===== config.mk =====
export PLATFORM = sky130hd
export DESIGN_NAME = pipe_reg_bank
export DESIGN_NICKNAME = d
export VERILOG_FILES = /design/src/rtl/dsp_pkg.sv /design/src/rtl/pipe_stage.sv /design/src/rtl/pipe_reg_bank.sv
export SDC_FILE = /design/constraint.sdc
export NUM_CORES = 1
export LEC_CHECK = 0
export ABC_AREA = 1
export BUFFER_PORTS_ARGS = -buffer_cell sky130_fd_sc_hd__buf_2
export CAP_MARGIN = 20
export CORE_MARGIN = 2
export CORE_UTILIZATION = 45
export DETAILED_ROUTE_END_ITERATION = 8
export GPL_ROUTABILITY_DRIVEN = 0
export PLACE_DENSITY = 0.73
export SYNTH_ARGS = -nofsm -noshare
export SYNTH_HDL_FRONTEND = slang
export SYNTH_SLANG_ARGS = --single-unit

===== constraint.sdc =====
create_clock -name clk -period 1.05 [get_ports clk]
set_clock_uncertainty 0.2 [all_clocks]
set_input_delay 0.0525 -clock clk [delete_from_list [all_inputs] [get_ports clk]]
set_output_delay 0.0525 -clock clk [all_outputs]
set_load 0.05 [all_outputs]

===== src/rtl/dsp_pkg.sv =====
// Shared helpers for the DSP pipeline register blocks: depth limit,
// counter-width sizing and a popcount over a stage valid vector.
package dsp_pkg;

  localparam int unsigned MAX_PIPE_DEPTH = 8;

  // Ceiling log2; clog2_f(1) = 0.
  function automatic int unsigned clog2_f(input int unsigned n);
    int unsigned r;
    int unsigned v;
    r = 0;
    v = 1;
    while (v < n) begin
      v = v << 1;
      r++;
    end
    return r;
  endfunction

  // Width of one channel's in-flight counter. A zero-depth bank would need a
  // zero-width field, so it is held at one bit (always 0).
  function automatic int unsigned pipe_cw(input int unsigned depth);
    int unsigned w;
    w = clog2_f(depth + 1);
    return (w == 0) ? 1 : w;
  endfunction

  // Number of set bits in a stage valid vector.
  function automatic logic [3:0] popcount(input logic [MAX_PIPE_DEPTH-1:0] v);
    logic [3:0] n;
    n = '0;
    for (int unsigned i = 0; i < MAX_PIPE_DEPTH; i++) begin
      n = n + 4'(v[i]);
    end
    return n;
  endfunction

endpackage


===== src/rtl/pipe_stage.sv =====
// One channel x one stage of the pipeline register bank: WIDTH data bits plus
// a valid bit. With BYPASS set the stage is a plain wire and holds no state.
module pipe_stage
  import dsp_pkg::*;
#(
  parameter int unsigned      WIDTH   = 18,
  parameter bit               BYPASS  = 1'b0,
  parameter logic [WIDTH-1:0] RST_VAL = '0
) (
  input  logic             clk,
  input  logic             rst,
  input  logic             clr,
  input  logic             ce,
  input  logic [WIDTH-1:0] d,
  input  logic             in_valid,
  output logic [WIDTH-1:0] q,
  output logic             out_valid
);

  if (BYPASS) begin : g_wire
    logic unused_ok;
    assign unused_ok = &{1'b0, clk, rst, clr, ce};
    assign q         = d;
    assign out_valid = in_valid;
  end else begin : g_reg
    // Stage register: async reset, then sync clear, then enable, else hold.
    // Data loads on ce whether or not the item is valid.
    always_ff @(posedge clk or posedge rst) begin
      if (rst) begin
        q         <= RST_VAL;
        out_valid <= 1'b0;
      end else if (clr) begin
        q         <= RST_VAL;
        out_valid <= 1'b0;
      end else if (ce) begin
        q         <= d;
        out_valid <= in_valid;
      end
    end
  end

endmodule


===== src/rtl/pipe_reg_bank.sv =====
// Multi-channel, multi-stage pipeline register bank with per-stage bypass,
// per-channel clock enable, valid tracking and an in-flight item count.
// Channel c uses d/q[c*WIDTH +: WIDTH] and inflight[c*CW +: CW].
module pipe_reg_bank
  import dsp_pkg::*;
#(
  parameter int unsigned                WIDTH       = 18,
  parameter int unsigned                DEPTH       = 2,
  parameter int unsigned                CHANNELS    = 1,
  parameter logic [MAX_PIPE_DEPTH-1:0]  BYPASS_MASK = '0,
  parameter logic [WIDTH-1:0]           RST_VAL     = '0,
  localparam int unsigned               CW          = pipe_cw(DEPTH)
) (
  input  logic                       clk,
  input  logic                       rst,
  input  logic                       clr,
  input  logic [CHANNELS-1:0]        ce,
  input  logic [CHANNELS-1:0]        in_valid,
  input  logic [CHANNELS*WIDTH-1:0]  d,
  output logic [CHANNELS*WIDTH-1:0]  q,
  output logic [CHANNELS-1:0]        out_valid,
  output logic [CHANNELS*CW-1:0]     inflight
);

  // Control inputs are unused when every stage is a wire.
  logic unused_ok;
  assign unused_ok = &{1'b0, clk, rst, clr, ce};

  if (DEPTH > MAX_PIPE_DEPTH) begin : g_bad_depth
    $error("pipe_reg_bank: DEPTH %0d exceeds %0d", DEPTH, MAX_PIPE_DEPTH);
  end

  if ((BYPASS_MASK >> DEPTH) != '0) begin : g_bad_mask
    $error("pipe_reg_bank: BYPASS_MASK has bits above DEPTH %0d", DEPTH);
  end

  for (genvar c = 0; c < CHANNELS; c++) begin : g_ch
    logic [WIDTH-1:0]          ch_d;
    logic [MAX_PIPE_DEPTH-1:0] reg_v;

    assign ch_d = d[c*WIDTH +: WIDTH];

    // Each stage feeds from the previous stage's output; bypassed stages
    // pass straight through and contribute nothing to the in-flight count.
    for (genvar s = 0; s < DEPTH; s++) begin : g_st
      localparam logic [MAX_PIPE_DEPTH-1:0] MASK_SH = BYPASS_MASK >> s;
      logic [WIDTH-1:0] st_d;
      logic [WIDTH-1:0] st_q;
      logic             st_iv;
      logic             st_ov;

      if (s == 0) begin : g_head
        assign st_d  = ch_d;
        assign st_iv = in_valid[c];
      end else begin : g_link
        assign st_d  = g_st[s-1].st_q;
        assign st_iv = g_st[s-1].st_ov;
      end

      pipe_stage #(
        .WIDTH   (WIDTH),
        .BYPASS  (MASK_SH[0]),
        .RST_VAL (RST_VAL)
      ) u_stage (
        .clk       (clk),
        .rst       (rst),
        .clr       (clr),
        .ce        (ce[c]),
        .d         (st_d),
        .in_valid  (st_iv),
        .q         (st_q),
        .out_valid (st_ov)
      );

      assign reg_v[s] = MASK_SH[0] ? 1'b0 : st_ov;
    end

    for (genvar s = DEPTH; s < MAX_PIPE_DEPTH; s++) begin : g_pad
      assign reg_v[s] = 1'b0;
    end

    if (DEPTH == 0) begin : g_thru
      assign q[c*WIDTH +: WIDTH] = ch_d;
      assign out_valid[c]        = in_valid[c];
    end else begin : g_tail
      assign q[c*WIDTH +: WIDTH] = g_st[DEPTH-1].st_q;
      assign out_valid[c]        = g_st[DEPTH-1].st_ov;
    end

    assign inflight[c*CW +: CW] = CW'(popcount(reg_v));
  end

endmodule

==> results of run 1 <==
==> worst paths after layout <==
kind	startpoint	endpoint	depth (start not counted)
worst min-delay path	clr	g_ch[0].g_st[1].u_stage.q[1]$_DFFE_PP0P_	5
worst max-delay path	g_ch[0].g_st[1].u_stage.out_valid$_DFFE_PP0P_	inflight[0]	2
worst max register to register	g_ch[0].g_st[1].u_stage.q[14]$_DFFE_PP0P_	g_ch[0].g_st[1].u_stage.q[14]$_DFFE_PP0P_	4
max in group asynchronous	rst	g_ch[0].g_st[1].u_stage.out_valid$_DFFE_PP0P_	4
min in group asynchronous	rst	g_ch[0].g_st[1].u_stage.q[4]$_DFFE_PP0P_	4
worst min register to register	g_ch[0].g_st[0].u_stage.q[13]$_DFFE_PP0P_	g_ch[0].g_st[0].u_stage.q[13]$_DFFE_PP0P_	2
==> registers in the layout, indices dropped and copies added (netlist names) <==
| name | cells |
|---|---|
| g_ch.g_st.u_stage.q | 36 |
| g_ch.g_st.u_stage.out_valid | 2 |
==> worst max-delay path: cells and delay by family (launching register included) <==
kind / cells / cell delay [ns]
flops: 1 / 0.44
fa+ha+maj: 1 / 0.27
buf+inv: 1 / 0.13
==> cells in the mapped netlist <==
library cell	number
sky130_fd_sc_hd__buf_4	5
sky130_fd_sc_hd__buf_6	2
sky130_fd_sc_hd__buf_2	5
sky130_fd_sc_hd__nand3_1	38
sky130_fd_sc_hd__inv_1	2
sky130_fd_sc_hd__nor2_1	1
sky130_fd_sc_hd__ha_1	1
sky130_fd_sc_hd__nand2_1	76
sky130_fd_sc_hd__dfrtp_1	38
==> final cells by class <==
cell class | count | area, um^2 | share of cell area, %
clock buffer | 8 | 48.8 | 2.06
inverter | 2 | 11.3 | 0.475
multi-input combinational | 116 | 512 | 21.6
tap | 46 | 57.6 | 2.43
timing repair buffer | 89 | 791 | 33.3
sequential | 38 | 952 | 40.1
==> placed cells by master (no fill, tap or decap) <==
cell                            synthesis  routed
sky130_fd_sc_hd__buf_4                  5      21
sky130_fd_sc_hd__clkinvlp_4             0       1
sky130_fd_sc_hd__buf_8                  0       1
sky130_fd_sc_hd__buf_6                  2      22
sky130_fd_sc_hd__nand3_1               38      38
sky130_fd_sc_hd__dfrtp_1               38      37
sky130_fd_sc_hd__dlygate4sd3_1          0      20
sky130_fd_sc_hd__buf_2                  5      22
sky130_fd_sc_hd__nand2_2                0       2
sky130_fd_sc_hd__ha_4                   0       1
sky130_fd_sc_hd__dfrtp_2                0       1
sky130_fd_sc_hd__nor2_2                 0       1
sky130_fd_sc_hd__inv_1                  2       1
sky130_fd_sc_hd__clkbuf_1               0       3
sky130_fd_sc_hd__nand2_1               76      74
sky130_fd_sc_hd__clkbuf_4               0       5
sky130_fd_sc_hd__buf_12                 0       3
==> power groups by stage <==
stage | combinational [W] | clock (W) | sequential (W)
finish | 0.000506 | 0.000707 | 0.00157
CTS | 0.000490 | 0.000732 | 0.00157
global placement | 0.000373 | 0 | 0.00159
detailed placement | 0.000377 | 0 | 0.00159
floorplan | 0.000176 | 0 | 0.00167
global route | 0.000549 | 0.000817 | 0.00158
==> stage by stage <==
| step | hold slack (ns) | TNS (ns) |
|---|---|---|
| floorplan | -0.181 | -0.112 |
| global placement | -0.0899 | -0.0973 |
| detailed placement | -0.0927 | -0.121 |
| CTS | -0.0634 | -3.06 |
| global route | -0.0466 | -4.17 |
| finish | -0.0551 | -2.90 |
==> layer usage <==
layer | vias up | GRT usage, %
met2 | 23 | 33.7
met4 | 0 | 6.94
met1 | 660 | 22.5
li1 | 701 | -
met3 | 8 | 6.31
met5 | - | 0
==> repair_timing <==
item,CTS,global route
gates resized for setup,43,4
pin swaps,1,0
endpoints found under the hold margin,76,38
setup buffers,9,8
setup endpoints to repair,21,21
==> logic make-up after synthesis <==
logic type / synth area share (%)
buf+inv: 6.03
simple gates: 31.2
fa+ha+maj: 0.815
flops: 61.9
==> flow_metrics.env, run 1 <==
export IMPL_avgSynthCellArea_um2=9.14
export IMPL_core_area_um2=3310
export IMPL_final_area_um2=2370
export IMPL_cts_root_buffer_cell="sky130_fd_sc_hd__clkbuf_4"
export IMPL_cts_tree="done"
export IMPL_period_minus_slack_ns=1.45
export IMPL_floorplan_initialDensity_pct=46.4
export IMPL_detail_route_first_pass_iterations=4
export IMPL_synth_cell_type_count=9
export IMPL_grt_pass1_vias=1358
export IMPL_ys_seq_area_share_pct=61.9
export IMPL_dpl_cell_area_um2=1850
export IMPL_drcViolationCount=0
export IMPL_post_route_worst_setup_slack_ns=-0.399
export IMPL_met2_length_um=1820
export IMPL_timing_fmax_ghz=0.690
export IMPL_critical_path_peak_fanout=2
export IMPL_rsz0062_at_grt="true"
export IMPL_power_density_nw_per_um2=1170
export IMPL_cpPeakStageDelay_ns=0.44
export IMPL_clock_tree_buffer_depth=2
export IMPL_chip_width_um=62.4
export IMPL_netlist_top_cells_area="sky130_fd_sc_hd__dfrtp_1 62%, sky130_fd_sc_hd__nand2_1 19%, sky130_fd_sc_hd__nand3_1 12%"
export IMPL_ctsHtreeMaxLevel=2
export IMPL_avgViaCountPerCell=4.66
export IMPL_grt_start_max_net_pins=39
export IMPL_m1WireLength_um=1540
export IMPL_power_leakage_nw=1.32
export IMPL_net_switching_power_w=0.000753
export IMPL_clkLatencyLatePin_ns=0.34
export IMPL_synth_warnings=0
export IMPL_dpl_cell_count=254
export IMPL_antenna_found_initial=0
export IMPL_global_route_overflow_total=0
export IMPL_placement_rows=21
export IMPL_track_usage_pct=19.4
export IMPL_final_core_util_pct=71.7
export IMPL_syn_cell_area_um2=1540
export IMPL_synthDominantCellAreaShare_pct=61.9
export IMPL_dieArea_um2=3900
export IMPL_final_setup_viol_count=22
export IMPL_n_fill_cell=279
export IMPL_syn_instance_count=168
export IMPL_start_kind="flop"
export IMPL_timing_slew_headroom_pct=82.8
export IMPL_final_hold_viol_count=38
export IMPL_drv_cap=0
export IMPL_post_drt_wl_per_cell_um=11.9
export IMPL_layout_overhead_on_the_synthesized_area_pct=54.5
export IMPL_topRoutingLayerUsed="met4"
export IMPL_power_total_w=0.00278
export IMPL_seq_power_share_pct=56.4
export IMPL_routed_wirelength_um=3570
export IMPL_worst_ir_drop_vdd_uv=733
export IMPL_finish_net_count=276
export IMPL_fin_crit_sh_pct=138
export IMPL_clk_pin_slew_worst_paths_ns=0.11
export IMPL_timing_hold_worst_class="input port to flop"
export IMPL_clkSinkCount=38
export IMPL_timing_hold_ws_ns=-0.0551
export IMPL_drc_violation_total_after_the_first_tritonroute_iteration=50
export IMPL_synth_top_cell_by_area="sky130_fd_sc_hd__dfrtp_1"
export IMPL_die_height_um=62.4
export IMPL_synth_ff_latch_count=38
export IMPL_worst_slew_pin_transition_ns=0.258
export IMPL_mappedNetlistNets=192
export IMPL_antenna_cells=0
export IMPL_vias=1392
export IMPL_drt_antenna_violating_nets=0
export IMPL_worst_setup_path_end_kind="output port"
export IMPL_power_share_switching_pct=27.1
export IMPL_timing_worst_setup_path_type="flop to output port"
export IMPL_critical_path_cell_chain="ha_4, buf_8"
export IMPL_cts_stage_hold_buffer_count=20
export IMPL_drive_gt1_share_pct=31.6
export IMPL_slowest_cell_on_the_critical_path="sky130_fd_sc_hd__dfrtp_2"
export IMPL_reg2reg_setup_slack_ns=-0.01
export IMPL_port_buffers=43
export IMPL_p_int_w=0.00203
export IMPL_p_clk_share_pct=25.4
export IMPL_post_place_ws_ns=-0.121
export IMPL_critPathArrivalTime_ns=1.20
export IMPL_post_dp_hpwl_um=1970
export IMPL_tritoncts_num_buffers=5
export IMPL_pin_count=44
export IMPL_outcome="finished with violations"
export IMPL_layoutNonFillerInstCount=299
export IMPL_cp_required_ns=0.80
export IMPL_timing_max_transition_violations_final=0
export IMPL_power_combinational_fraction_pct=18.2
export IMPL_violated_checks="hold timing, setup timing"
export IMPL_grt_first_pass_wirelength_um=5870
export IMPL_met3_wl_um=135
(Power assumes the default switching activity.)
==> run 2: changes to the inputs <==
CORE_UTILIZATION = 50   (was 45)
PLACE_DENSITY = 0.77   (was 0.73)
clock period = 1.6 ns   (was 1.05 ns; I/O delays follow)
==> flow_metrics.env, run 2 (synthesized netlist as in run 1, its figures left out) <==
export IMPL_placement_rows=20
export IMPL_largest_register="g_ch.g_st.u_stage.q"
export IMPL_reg2reg_setup_slack_ns=0.74
export IMPL_timing_hold_ws_ns=0.0747
export IMPL_postCtsSetupBuffers=0
export IMPL_clkSinkCount=38
export IMPL_worst_hold_startpoint="ce"
export IMPL_worst_setup_path_end_kind="output port"
export IMPL_timing_slew_headroom_pct=69.7
export IMPL_final_area_um2=2070
export IMPL_layout_cells_most_common="sky130_fd_sc_hd__nand2_1"
export IMPL_largest_registers="g_ch.g_st.u_stage.q (36), g_ch.g_st.u_stage.out_valid (2)"
export IMPL_post_drt_wl_per_cell_um=12.7
export IMPL_core_area_um2=2980
export IMPL_detail_route_first_pass_iterations=4
export IMPL_dieArea_um2=3530
export IMPL_pin_count=44
export IMPL_drive_gt1_share_pct=23.2
export IMPL_critPathLaunch="g_ch[0].g_st[1].u_stage.out_valid$_DFFE_PP0P_"
export IMPL_drt_antenna_violating_nets=0
export IMPL_start_kind="flop"
export IMPL_timing_max_transition_violations_final=0
export IMPL_final_core_util_pct=69.7
export IMPL_global_route_overflow_total=0
export IMPL_largest_register_ff_count=36
export IMPL_avgViaCountPerCell=4.83
export IMPL_die_height_um=59.4
export IMPL_critPathArrivalTime_ns=1.25
export IMPL_critical_path_peak_fanout=3
export IMPL_worst_reg2reg_startpoint="g_ch[0].g_st[0].u_stage.out_valid$_DFFE_PP0P_"
export IMPL_antenna_found_initial=0
export IMPL_power_leakage_nw=1.21
export IMPL_drv_cap=0
export IMPL_post_route_worst_setup_slack_ns=0.0729
export IMPL_cts_root_buffer_cell="sky130_fd_sc_hd__clkbuf_4"
export IMPL_length_in_cells_of_the_worst_reg_to_reg_path=2
export IMPL_cts_tree="done"
export IMPL_timing_fmax_ghz=0.655
export IMPL_endpoint="inflight[0]"
export IMPL_grt_start_max_net_pins=39
export IMPL_vias=1304
export IMPL_n_fill_cell=254
export IMPL_tritoncts_num_buffers=5
export IMPL_ctsHtreeMaxLevel=2
export IMPL_timing_setup_tns_ns=0
export IMPL_drcViolationCount=0
export IMPL_layout_overhead_on_the_synthesized_area_pct=35.1
export IMPL_regToRegEndpoint="g_ch[0].g_st[0].u_stage.out_valid$_DFFE_PP0P_"
export IMPL_final_cell_mix="76 x sky130_fd_sc_hd__nand2_1, 42 x sky130_fd_sc_hd__buf_2, 38 x sky130_fd_sc_hd__nand3_1, 38 x sky130_fd_sc_hd__dfrtp_1, 26 x sky130_fd_sc_hd__dlygate4sd3_1"
export IMPL_timing_worst_setup_path_type="flop to output port"
export IMPL_worst_slew_pin_transition_ns=0.454
export IMPL_outcome="completed"
export IMPL_post_dp_hpwl_um=1860
export IMPL_port_buffers=43
export IMPL_critical_path_cell_chain="ha_1, clkbuf_4"
export IMPL_power_density_nw_per_um2=873
export IMPL_rsz0062_at_grt="false"
export IMPL_post_place_ws_ns=0.416
export IMPL_clk_pin_slew_worst_paths_ns=0.11
export IMPL_worst_ir_drop_vdd_uv=620
export IMPL_grt_pass1_vias=1186
export IMPL_floorplan_initialDensity_pct=51.6
export IMPL_finish_net_count=260
export IMPL_clock_tree_buffer_depth=2
export IMPL_clkLatencyLatePin_ns=0.34
export IMPL_chip_width_um=59.4
export IMPL_period_minus_slack_ns=1.53
export IMPL_cp_required_ns=1.32
export IMPL_timing_hold_worst_class="input port to flop"
export IMPL_fin_crit_sh_pct=95.4
export IMPL_antenna_cells=0
export IMPL_drc_violation_total_after_the_first_tritonroute_iteration=67
export IMPL_grt_first_pass_wirelength_um=5490
export IMPL_track_usage_pct=21.6
export IMPL_final_setup_viol_count=0
export IMPL_cpPeakStageDelay_ns=0.41
export IMPL_final_hold_viol_count=0
export IMPL_routed_wirelength_um=3420
export IMPL_slowest_cell_on_the_critical_path="sky130_fd_sc_hd__dfrtp_1"
export IMPL_dpl_cell_area_um2=1750
## run 2: changes by cell type in the layout (fill, tap and decap cells not counted), sizes merged
| cell | previous run | this run |
|---|---|---|
| clkinv | 0 | 1 |
| inv | 1 | 2 |
| dlygate4sd3 | 20 | 26 |
| buf | 69 | 46 |
| clkinvlp | 1 | 0 |
## run 2: how the worst min path moves through the flow
stage                                                 to  depth (start not counted)
6_report       g_ch[0].g_st[1].u_stage.q[14]$_DFFE_PP0P_                          5
5_1_grt         g_ch[0].g_st[1].u_stage.q[0]$_DFFE_PP0P_                          5
4_1_cts        g_ch[0].g_st[1].u_stage.q[14]$_DFFE_PP0P_                          5
3_5_place_dp   g_ch[0].g_st[1].u_stage.q[13]$_DFFE_PP0P_                          3
3_3_place_gp   g_ch[0].g_st[1].u_stage.q[13]$_DFFE_PP0P_                          3
2_1_floorplan  g_ch[0].g_st[0].u_stage.q[10]$_DFFE_PP0P_                          2
## run 2: critical path: cells and delay by family (launching register included)
kind / cells / cell delay (ns)
adders and majority gates: 1 / 0.30
buffers and inverters: 1 / 0.21
DFF: 1 / 0.41
## run 2: per-stage QoR
stage	power (W)	cells
finish	0.00181	270
global route	0.00190	270
CTS	0.00181	270
detailed placement	0.00127	236
global placement	0.00126	236
floorplan	0.00121	168
## run 2: where the power goes
part	internal (W)	switching (W)
Combinational	0.000105	0.000172
Clock	0.000213	0.000297
Sequential	0.00100	0.0000230
Total	0.00132	0.000492
## run 2: area by class of cell
class | count | area, um^2 | share of cell area (%)
Timing Repair Buffer | 73 | 520 | 25.1
Inverter | 2 | 7.51 | 0.362
Clock inverter | 1 | 5.00 | 0.241
Multi-Input combinational cell | 116 | 494 | 23.8
Sequential cell | 38 | 951 | 45.8
Tap cell | 33 | 41.3 | 1.99
Clock buffer | 7 | 55.1 | 2.65
## run 2: layer usage
layer	track usage [%]	share of wire [%]
met2	34.4	52
met4	6.82	1.4
met5	0	0
met1	28.5	43
met3	6.55	3.3
## run 2: timing repair
| action | CTS | global route |
|---|---|---|
| gates resized for setup | 0 | 1 |
| hold buffers | 26 | 0 |
| setup endpoints to repair | 0 | 1 |
| endpoints found under the hold margin | 60 | 0 |
